**config.mk**
```make
export PLATFORM = sky130hd
export DESIGN_NAME = rsa_sched
export DESIGN_NICKNAME = d
export VERILOG_FILES = /design/src/rtl/rsa_pkg.sv /design/src/rtl/rsa_skew_gen.sv /design/src/rtl/rsa_sched.sv
export SDC_FILE = /design/constraint.sdc
export NUM_CORES = 1
export LEC_CHECK = 0
export BUFFER_PORTS_ARGS = -buffer_cell sky130_fd_sc_hd__buf_2
export CAP_MARGIN = 20
export CORE_MARGIN = 2
export CORE_UTILIZATION = 40
export DETAILED_ROUTE_END_ITERATION = 6
export GPL_TIMING_DRIVEN = 0
export PLACE_DENSITY = 0.67
export SETUP_SLACK_MARGIN = 0.2
export SLEW_MARGIN = 20
export SYNTH_ARGS = -nofsm -noshare
export SYNTH_HDL_FRONTEND = slang
export SYNTH_SLANG_ARGS = --single-unit
```
**constraint.sdc**
```tcl
create_clock -name clk -period 7.5 [get_ports clk]
set_clock_uncertainty 0.2 [all_clocks]
set_input_delay 0.375 -clock clk [delete_from_list [all_inputs] [get_ports clk]]
set_output_delay 0.375 -clock clk [all_outputs]
set_load 0.005 [all_outputs]
```
**src/rtl/rsa_pkg.sv**
```systemverilog
// Shared types and constants for the rsa_sched systolic-array scheduler.
// Direction encodings match the PE_mode bits broadcast to every PE_MAC.
package rsa_pkg;

  // PE_mode[0]: horizontal flow direction
  typedef enum logic {W_2_E = 1'b0, E_2_W = 1'b1} h_dir_e;
  // PE_mode[1]: vertical flow direction
  typedef enum logic {N_2_S = 1'b0, S_2_N = 1'b1} v_dir_e;

  typedef enum logic [2:0] {
    ST_IDLE,
    ST_SETTLE,
    ST_FEED,
    ST_DRAIN,
    ST_DONE
  } state_t;

  localparam int SETTLE_CYC = 2;
  localparam int SETTLE_W   = 2;

  function automatic int res_cnt_w(input int rows, input int cols);
    return $clog2(rows * cols + 1);
  endfunction

endpackage

```
**src/rtl/rsa_skew_gen.sv**
```systemverilog
// One edge lane: after i_start, raises o_en for i_k cycles beginning i_skew
// cycles later, then o_done for exactly one cycle. Both outputs are flops.
module rsa_skew_gen #(
  parameter int K_W   = 8,
  parameter int CNT_W = K_W + 1
) (
  input  logic             clk,
  input  logic             rst_n,
  input  logic             i_start,
  input  logic [K_W-1:0]   i_k,
  input  logic [CNT_W-1:0] i_skew,
  output logic             o_en,
  output logic             o_done
);

  logic             r_run;
  logic [CNT_W-1:0] r_idx;
  logic             r_en;
  logic             r_done;

  logic             w_run_nxt;
  logic [CNT_W-1:0] w_idx_nxt;
  logic [CNT_W-1:0] w_end;

  assign w_end = i_skew + CNT_W'(i_k);

  // Outputs are decoded from the next lane index so they land registered
  // exactly in the cycle that index names.
  always_comb begin
    // NOTE: every variable gets a default first so no path infers a latch.
    w_run_nxt = r_run;
    w_idx_nxt = r_idx;
    if (i_start) begin
      w_run_nxt = 1'b1;
      w_idx_nxt = '0;
    end else if (r_run) begin
      if (r_idx >= w_end) w_run_nxt = 1'b0;
      else                w_idx_nxt = r_idx + 1'b1;
    end
  end

  always_ff @(posedge clk or negedge rst_n) begin
    if (!rst_n) begin
      r_run  <= 1'b0;
      r_idx  <= '0;
      r_en   <= 1'b0;
      r_done <= 1'b0;
    end else begin
      // NOTE: sequential state uses non-blocking assignments only.
      r_run  <= w_run_nxt;
      r_idx  <= w_idx_nxt;
      r_en   <= w_run_nxt && (w_idx_nxt >= i_skew) && (w_idx_nxt < w_end);
      r_done <= w_run_nxt && (w_idx_nxt == w_end);
    end
  end

  assign o_en   = r_en;
  assign o_done = r_done;

endmodule

```
**src/rtl/rsa_sched.sv**
```systemverilog
// Command scheduler for the ROWS x COLS PE_MAC array: fixes PE_mode, issues
// skewed edge enables, then counts result beats until complete or timed out.
module rsa_sched
  import rsa_pkg::*;
#(
  parameter int ROWS      = 4,
  parameter int COLS      = 4,
  parameter int K_W       = 8,
  parameter int DRAIN_MAX = 64
) (
  input  logic                               clk,
  input  logic                               sys_rst_n,
  input  logic                               cmd_valid,
  output logic                               cmd_ready,
  input  logic [1:0]                         cmd_mode,
  input  logic [K_W-1:0]                     cmd_k,
  output logic [1:0]                         PE_mode,
  output logic [COLS-1:0]                    cal_en_col,
  output logic [COLS-1:0]                    cal_done_col,
  output logic [ROWS-1:0]                    a_rd_en,
  output logic [COLS-1:0]                    b_rd_en,
  output logic                               buf_rewind,
  input  logic [ROWS-1:0]                    res_val_row,
  output logic [res_cnt_w(ROWS, COLS)-1:0]   res_cnt,
  output logic                               busy,
  output logic                               done,
  output logic                               err
);

  localparam int NRES  = ROWS * COLS;
  localparam int RC_W  = res_cnt_w(ROWS, COLS);
  localparam int CNT_W = K_W + 1;
  localparam int DC_W  = $clog2(DRAIN_MAX + 1);
  localparam int LANES = ROWS + COLS;

  state_t              r_state, w_state_nxt;
  logic [K_W-1:0]      r_k;
  logic [1:0]          r_pe_mode;
  logic                r_buf_rewind;
  logic                r_err;
  logic [RC_W-1:0]     r_res_cnt;
  logic [SETTLE_W-1:0] r_settle_cnt;
  logic [DC_W-1:0]     r_drain_cnt;
  logic [LANES-1:0]    r_lane_seen;

  logic                w_accept;
  logic                w_start;
  logic                w_counting;
  logic                w_res_full;
  logic                w_drain_to;
  logic                w_feed_end;
  logic [ROWS-1:0]     w_row_done;
  logic [LANES-1:0]    w_lane_done;
  logic [RC_W:0]       w_pop;
  logic [RC_W:0]       w_res_sum;
  logic [RC_W-1:0]     w_res_nxt;

  assign w_accept    = (r_state == ST_IDLE) && cmd_valid;
  assign w_start     = (r_state == ST_SETTLE) &&
                       (r_settle_cnt == SETTLE_W'(SETTLE_CYC - 1));
  assign w_counting  = (r_state == ST_FEED) || (r_state == ST_DRAIN);
  assign w_res_full  = (r_res_cnt == RC_W'(NRES));
  assign w_drain_to  = (r_drain_cnt == DC_W'(DRAIN_MAX - 1));
  assign w_lane_done = {w_row_done, cal_done_col};
  // FEED ends in the cycle the last lane shows its done pulse.
  assign w_feed_end  = &(r_lane_seen | w_lane_done);

  for (genvar j = 0; j < COLS; j++) begin : g_col
    logic [CNT_W-1:0] w_skew;
    assign w_skew = (h_dir_e'(r_pe_mode[0]) == W_2_E) ? CNT_W'(j) : CNT_W'(COLS - 1 - j);
    rsa_skew_gen #(.K_W(K_W), .CNT_W(CNT_W)) u_lane (
      .clk    (clk),
      .rst_n  (sys_rst_n),
      .i_start(w_start),
      .i_k    (r_k),
      .i_skew (w_skew),
      .o_en   (cal_en_col[j]),
      .o_done (cal_done_col[j])
    );
  end

  for (genvar i = 0; i < ROWS; i++) begin : g_row
    logic [CNT_W-1:0] w_skew;
    assign w_skew = (v_dir_e'(r_pe_mode[1]) == N_2_S) ? CNT_W'(i) : CNT_W'(ROWS - 1 - i);
    rsa_skew_gen #(.K_W(K_W), .CNT_W(CNT_W)) u_lane (
      .clk    (clk),
      .rst_n  (sys_rst_n),
      .i_start(w_start),
      .i_k    (r_k),
      .i_skew (w_skew),
      .o_en   (a_rd_en[i]),
      .o_done (w_row_done[i])
    );
  end

  always_comb begin
    w_pop = '0;
    for (int i = 0; i < ROWS; i++) w_pop = w_pop + (RC_W + 1)'(res_val_row[i]);
    w_res_sum = {1'b0, r_res_cnt} + w_pop;
    w_res_nxt = (w_res_sum > (RC_W + 1)'(NRES)) ? RC_W'(NRES) : w_res_sum[RC_W-1:0];
  end

  always_comb begin
    w_state_nxt = r_state;
    case (r_state)
      ST_IDLE:   if (w_accept) w_state_nxt = (cmd_k == '0) ? ST_DONE : ST_SETTLE;
      ST_SETTLE: if (w_start) w_state_nxt = ST_FEED;
      ST_FEED:   if (w_feed_end) w_state_nxt = ST_DRAIN;
      ST_DRAIN:  if (w_res_full || w_drain_to) w_state_nxt = ST_DONE;
      ST_DONE:   w_state_nxt = ST_IDLE;
      default:   w_state_nxt = ST_IDLE;
    endcase
  end

  always_ff @(posedge clk or negedge sys_rst_n) begin
    if (!sys_rst_n) begin
      r_state      <= ST_IDLE;
      r_k          <= '0;
      r_pe_mode    <= '0;
      r_buf_rewind <= 1'b0;
      r_err        <= 1'b0;
      r_res_cnt    <= '0;
      r_settle_cnt <= '0;
      r_drain_cnt  <= '0;
      r_lane_seen  <= '0;
    end else begin
      r_state      <= w_state_nxt;
      r_buf_rewind <= w_accept;
      r_settle_cnt <= (r_state == ST_SETTLE) ? r_settle_cnt + 1'b1 : '0;
      r_drain_cnt  <= (r_state == ST_DRAIN) ? r_drain_cnt + 1'b1 : '0;
      if (w_accept) begin
        r_k         <= cmd_k;
        r_pe_mode   <= cmd_mode;
        r_err       <= (cmd_k == '0);
        r_res_cnt   <= '0;
        r_lane_seen <= '0;
      end else begin
        if (w_counting) r_res_cnt <= w_res_nxt;
        if (r_state == ST_FEED) r_lane_seen <= r_lane_seen | w_lane_done;
        if ((r_state == ST_DRAIN) && !w_res_full && w_drain_to) r_err <= 1'b1;
      end
    end
  end

  assign cmd_ready  = (r_state == ST_IDLE);
  assign busy       = (r_state != ST_IDLE);
  assign done       = (r_state == ST_DONE);
  assign err        = r_err;
  assign PE_mode    = r_pe_mode;
  assign buf_rewind = r_buf_rewind;
  assign res_cnt    = r_res_cnt;
  assign b_rd_en    = cal_en_col;

endmodule

```
==> run summary <==
Max Slew Vio Count: 0
Area Growth Syn to Fin: 12.81%
Non-Filler Instances: 1603
post-layout minimum cycle time: 5.657 ns
top cells by area, synth: dfrtp_1, ha_1, xnor2_1, xor2_1, nor2_1
Critical Path Slowest Stage Cell: dfrtp_1
worst path cell trace: inv_1, ha_1, inv_1, fa_1, nor2_1, xnor2_1, ha_1, a211oi_1, o221ai_1, a21oi_2, mux2i_1, nor2_1, ha_1, nor2b_1, o21a_1, o21a_1, o21ai_0, nand2b_1, a21oi_1, o21ai_0, a21oi_1
VDD IR-drop max: 0.2684 mV
gr usage total: 20.86%
first-pass GRT wire length: 47280 um
total wire length: 28800 um
total grt overflow: 0
Worst-path clk slew: 0.06 ns
residual DRC count: 0
most frequent cells in the layout: ha_1, dfrtp_1, nor2_1
CP Data Required Time: 7.66 ns
Power Total: 6055 uW
post_cts resized: 0
Worst Tran Pin Value: 0.9337 ns
nets: 1460
worst min-delay path category: input pin to flip-flop
synth warn: 0
most common cell after layout, fill and taps aside: ha_1
WL met1: 13110 um
Detail Route Antenna Nets: 0
htree depth: 4
detailed-placement wirelength estimate: 21450 um
die width: 169.2 um
Core ar.: 26880 um^2
reg2reg path depth: 21
total clock sinks: 133
Setup CP Type: flip-flop to flip-flop
clk_lat worst skew: 0.44 ns
Inserted Clock Buffers: 17
Rows: 60
met2 wire len: 13760 um
setup violators final: 0
metal3 WL: 1414 um
vias in the first global route: 9116
Worst Hold Depth: 2
startpoint types: flip-flop
asr flop ratio synth: 100.0%
share of cells above drive strength 1: 10.38%
top layer used by detailed routing: met4
Mapped Area: 10920 um^2
Hold Vio Cnt, Final: 0
relative slew slack: 37.75%
Worst Path Arrival: 5.81 ns
Die ar.: 28640 um^2
Synth Instances: 1178
DR iter-0 viols: 634
largest area contributor in the netlist: dfrtp_1
flops & latches, synth: 133
PwrDens: 491.5 nW/um^2
DR WL/cell: 17.97 um
EDFF count, synth: 0
Ports: 45
Post-Syn Nets: 1389
Setup crit end kind: flip-flop
total vias in the final route: 9001
# diodes: 0
CP peak stage delay: 0.61 ns
initial antenna violation count: 0
drt pass-1 iters: 5
leak pwr: 0.005842 uW
predominant post-synthesis flop cell: dfrtp_1
status: complete, no violations
Starting Density: 40.63%
RSZ-0062 raised after global routing: no
routed vias/inst: 5.615
CTS Root Cell: clkbuf_16
Worst path most repeated cell: ha_1
TritonCTS clock tree: done
overall die height: 169.2 um
buffers from clock root to sink, at most: 2
port bufs: 44
TNS Setup: 0 ns
syn avg cell area: 9.270 um^2
GPL Wtd Cong: 0.8593
achievable frequency: 0.1768 GHz
max_cap viols: 0
synth unique cells: 68
Placed Cells: 1564
register area share after synthesis: 30.48%
crit share post-route: 75.42%
pin count of the biggest net entering global routing: 93
Synth top area share: 30.48%
crit-path max FO: 11
==> worst paths after layout <==
kind | from | endpoint | slack (ns)
max reg2reg | PE_mode[1] | g_row[3].u_lane.o_en | 1.84
min reg2reg | r_settle_cnt[0] | r_settle_cnt[0] | 0.23
min in group asynchronous | sys_rst_n | g_col[0].u_lane.r_idx[6] | 0.22
min | cmd_k[6] | r_k[6] | 0.01
max in group asynchronous | sys_rst_n | g_row[1].u_lane.o_done | 6.07
max | PE_mode[1] | g_row[3].u_lane.o_en | 1.84
==> routing by layer <==
| metal | vias up | track usage (%) |
|---|---|---|
| li1 | 4332 | - |
| met1 | 4403 | 27.52 |
| met2 | 225 | 35.33 |
| met3 | 41 | 3.335 |
| met4 | 0 | 6.132 |
| met5 | - | 0 |
==> through the flow <==
stage | setup slack [ns] | area [um^2] | hold slack [ns] | util (%)
4_1_cts | 1.830 | 12320 | 0.002879 | 45.84
2_1_floorplan | 2.940 | 10920 | -0.1206 | -
6_report | 1.843 | 12320 | 0.009742 | 45.84
3_3_place_gp | 2.038 | 11570 | 0.2196 | 43.04
3_5_place_dp | 1.932 | 11600 | 0.09315 | 43.18
5_1_grt | 1.500 | 12320 | 0.02100 | 45.84
==> cells in the mapped netlist, drive strengths merged, types with 3 or more instances <==
cell type and count:
nand2 85, xnor2 62, and2 12, clkbuf 19, nand2b 27, and3 17, a211o 3, nor3 12
a211oi 16, nor2b 20, nor2 118, o22ai 8, mux2 8, a21o 20, nor3b 7, or4 4
nor4 7, mux2i 8, a31oi 9, o211a 3, inv 55, nor4b 6, nand4 37, o211ai 8
o21ai 47, or3 5, or2 11, xor2 53, a21oi 58, ha 183, nand3 33, a2111oi 4
o311ai 4, fa 11, and4 5, buf 25, dfrtp 133, o21a 16, a31o 4
==> flip-flops by register name, summed over array words and instances, names as in the netlist <==
| register | flops |
|---|---|
| PE_mode | 2 |
| r_state | 3 |
| g_col.u_lane.o_done | 4 |
| g_row.u_lane.r_run | 4 |
| buf_rewind | 1 |
| g_col.u_lane.r_run | 4 |
| r_k | 8 |
| g_row.u_lane.r_idx | 36 |
| r_lane_seen | 8 |
| g_col.u_lane.o_en | 4 |
| g_col.u_lane.r_idx | 36 |
| g_row.u_lane.o_done | 4 |
| r_settle_cnt | 2 |
| res_cnt | 5 |
| r_drain_cnt | 7 |
| g_row.u_lane.o_en | 4 |
| err | 1 |
==> layout make-up <==
cell class / instances / area [um^2]
sequential: 133 / 3328
timing repair buffer: 52 / 327.8
buffer: 44 / 247.7
multi-input combinational: 946 / 7138
fill: 2556 / 14560
clock inverter: 15 / 219.0
clock buffer: 17 / 425.4
inverter: 55 / 206.4
tap: 341 / 426.7
==> what timing repair did <==
item | CTS | global route
buffers inserted | 0 | 0
hold buffers | 7 | 0
endpoints found under the hold margin | 47 | 0
setup endpoints to repair | 0 | 0
==> where the power goes <==
group	leakage, uW	internal, uW	switching, uW
clock	0.000309	567	376
sequential	0.00172	928	253
combinational	0.00381	1660	2270
==> kinds of logic (layout without fill, tap and decap cells) <==
family                     Yosys count  in the layout  share of synthesized area [%]
xor gates and xnor gates           115            115                          9.223
adders and majority gates          194            194                          22.98
DFF                                133            133                          30.48
buffers and inverters               99            183                          4.159
and+or+nand+nor                    407            407                          18.76
AOI/OAI and AO/OA                  214            214                          12.84
muxes                               16             16                          1.558
==> worst max-delay path: cells and delay by family (launching register included) <==
kind | cells | cell delay (ns)
xor gates and xnor gates | 1 | 0.19
and+or+nand+nor | 4 | 0.50
muxes | 1 | 0.25
AOI/OAI and AO/OA | 9 | 1.82
buffers and inverters | 2 | 0.55
DFF | 1 | 0.61
adders and majority gates | 4 | 1.43
Power figures use the tool's default switching activity.
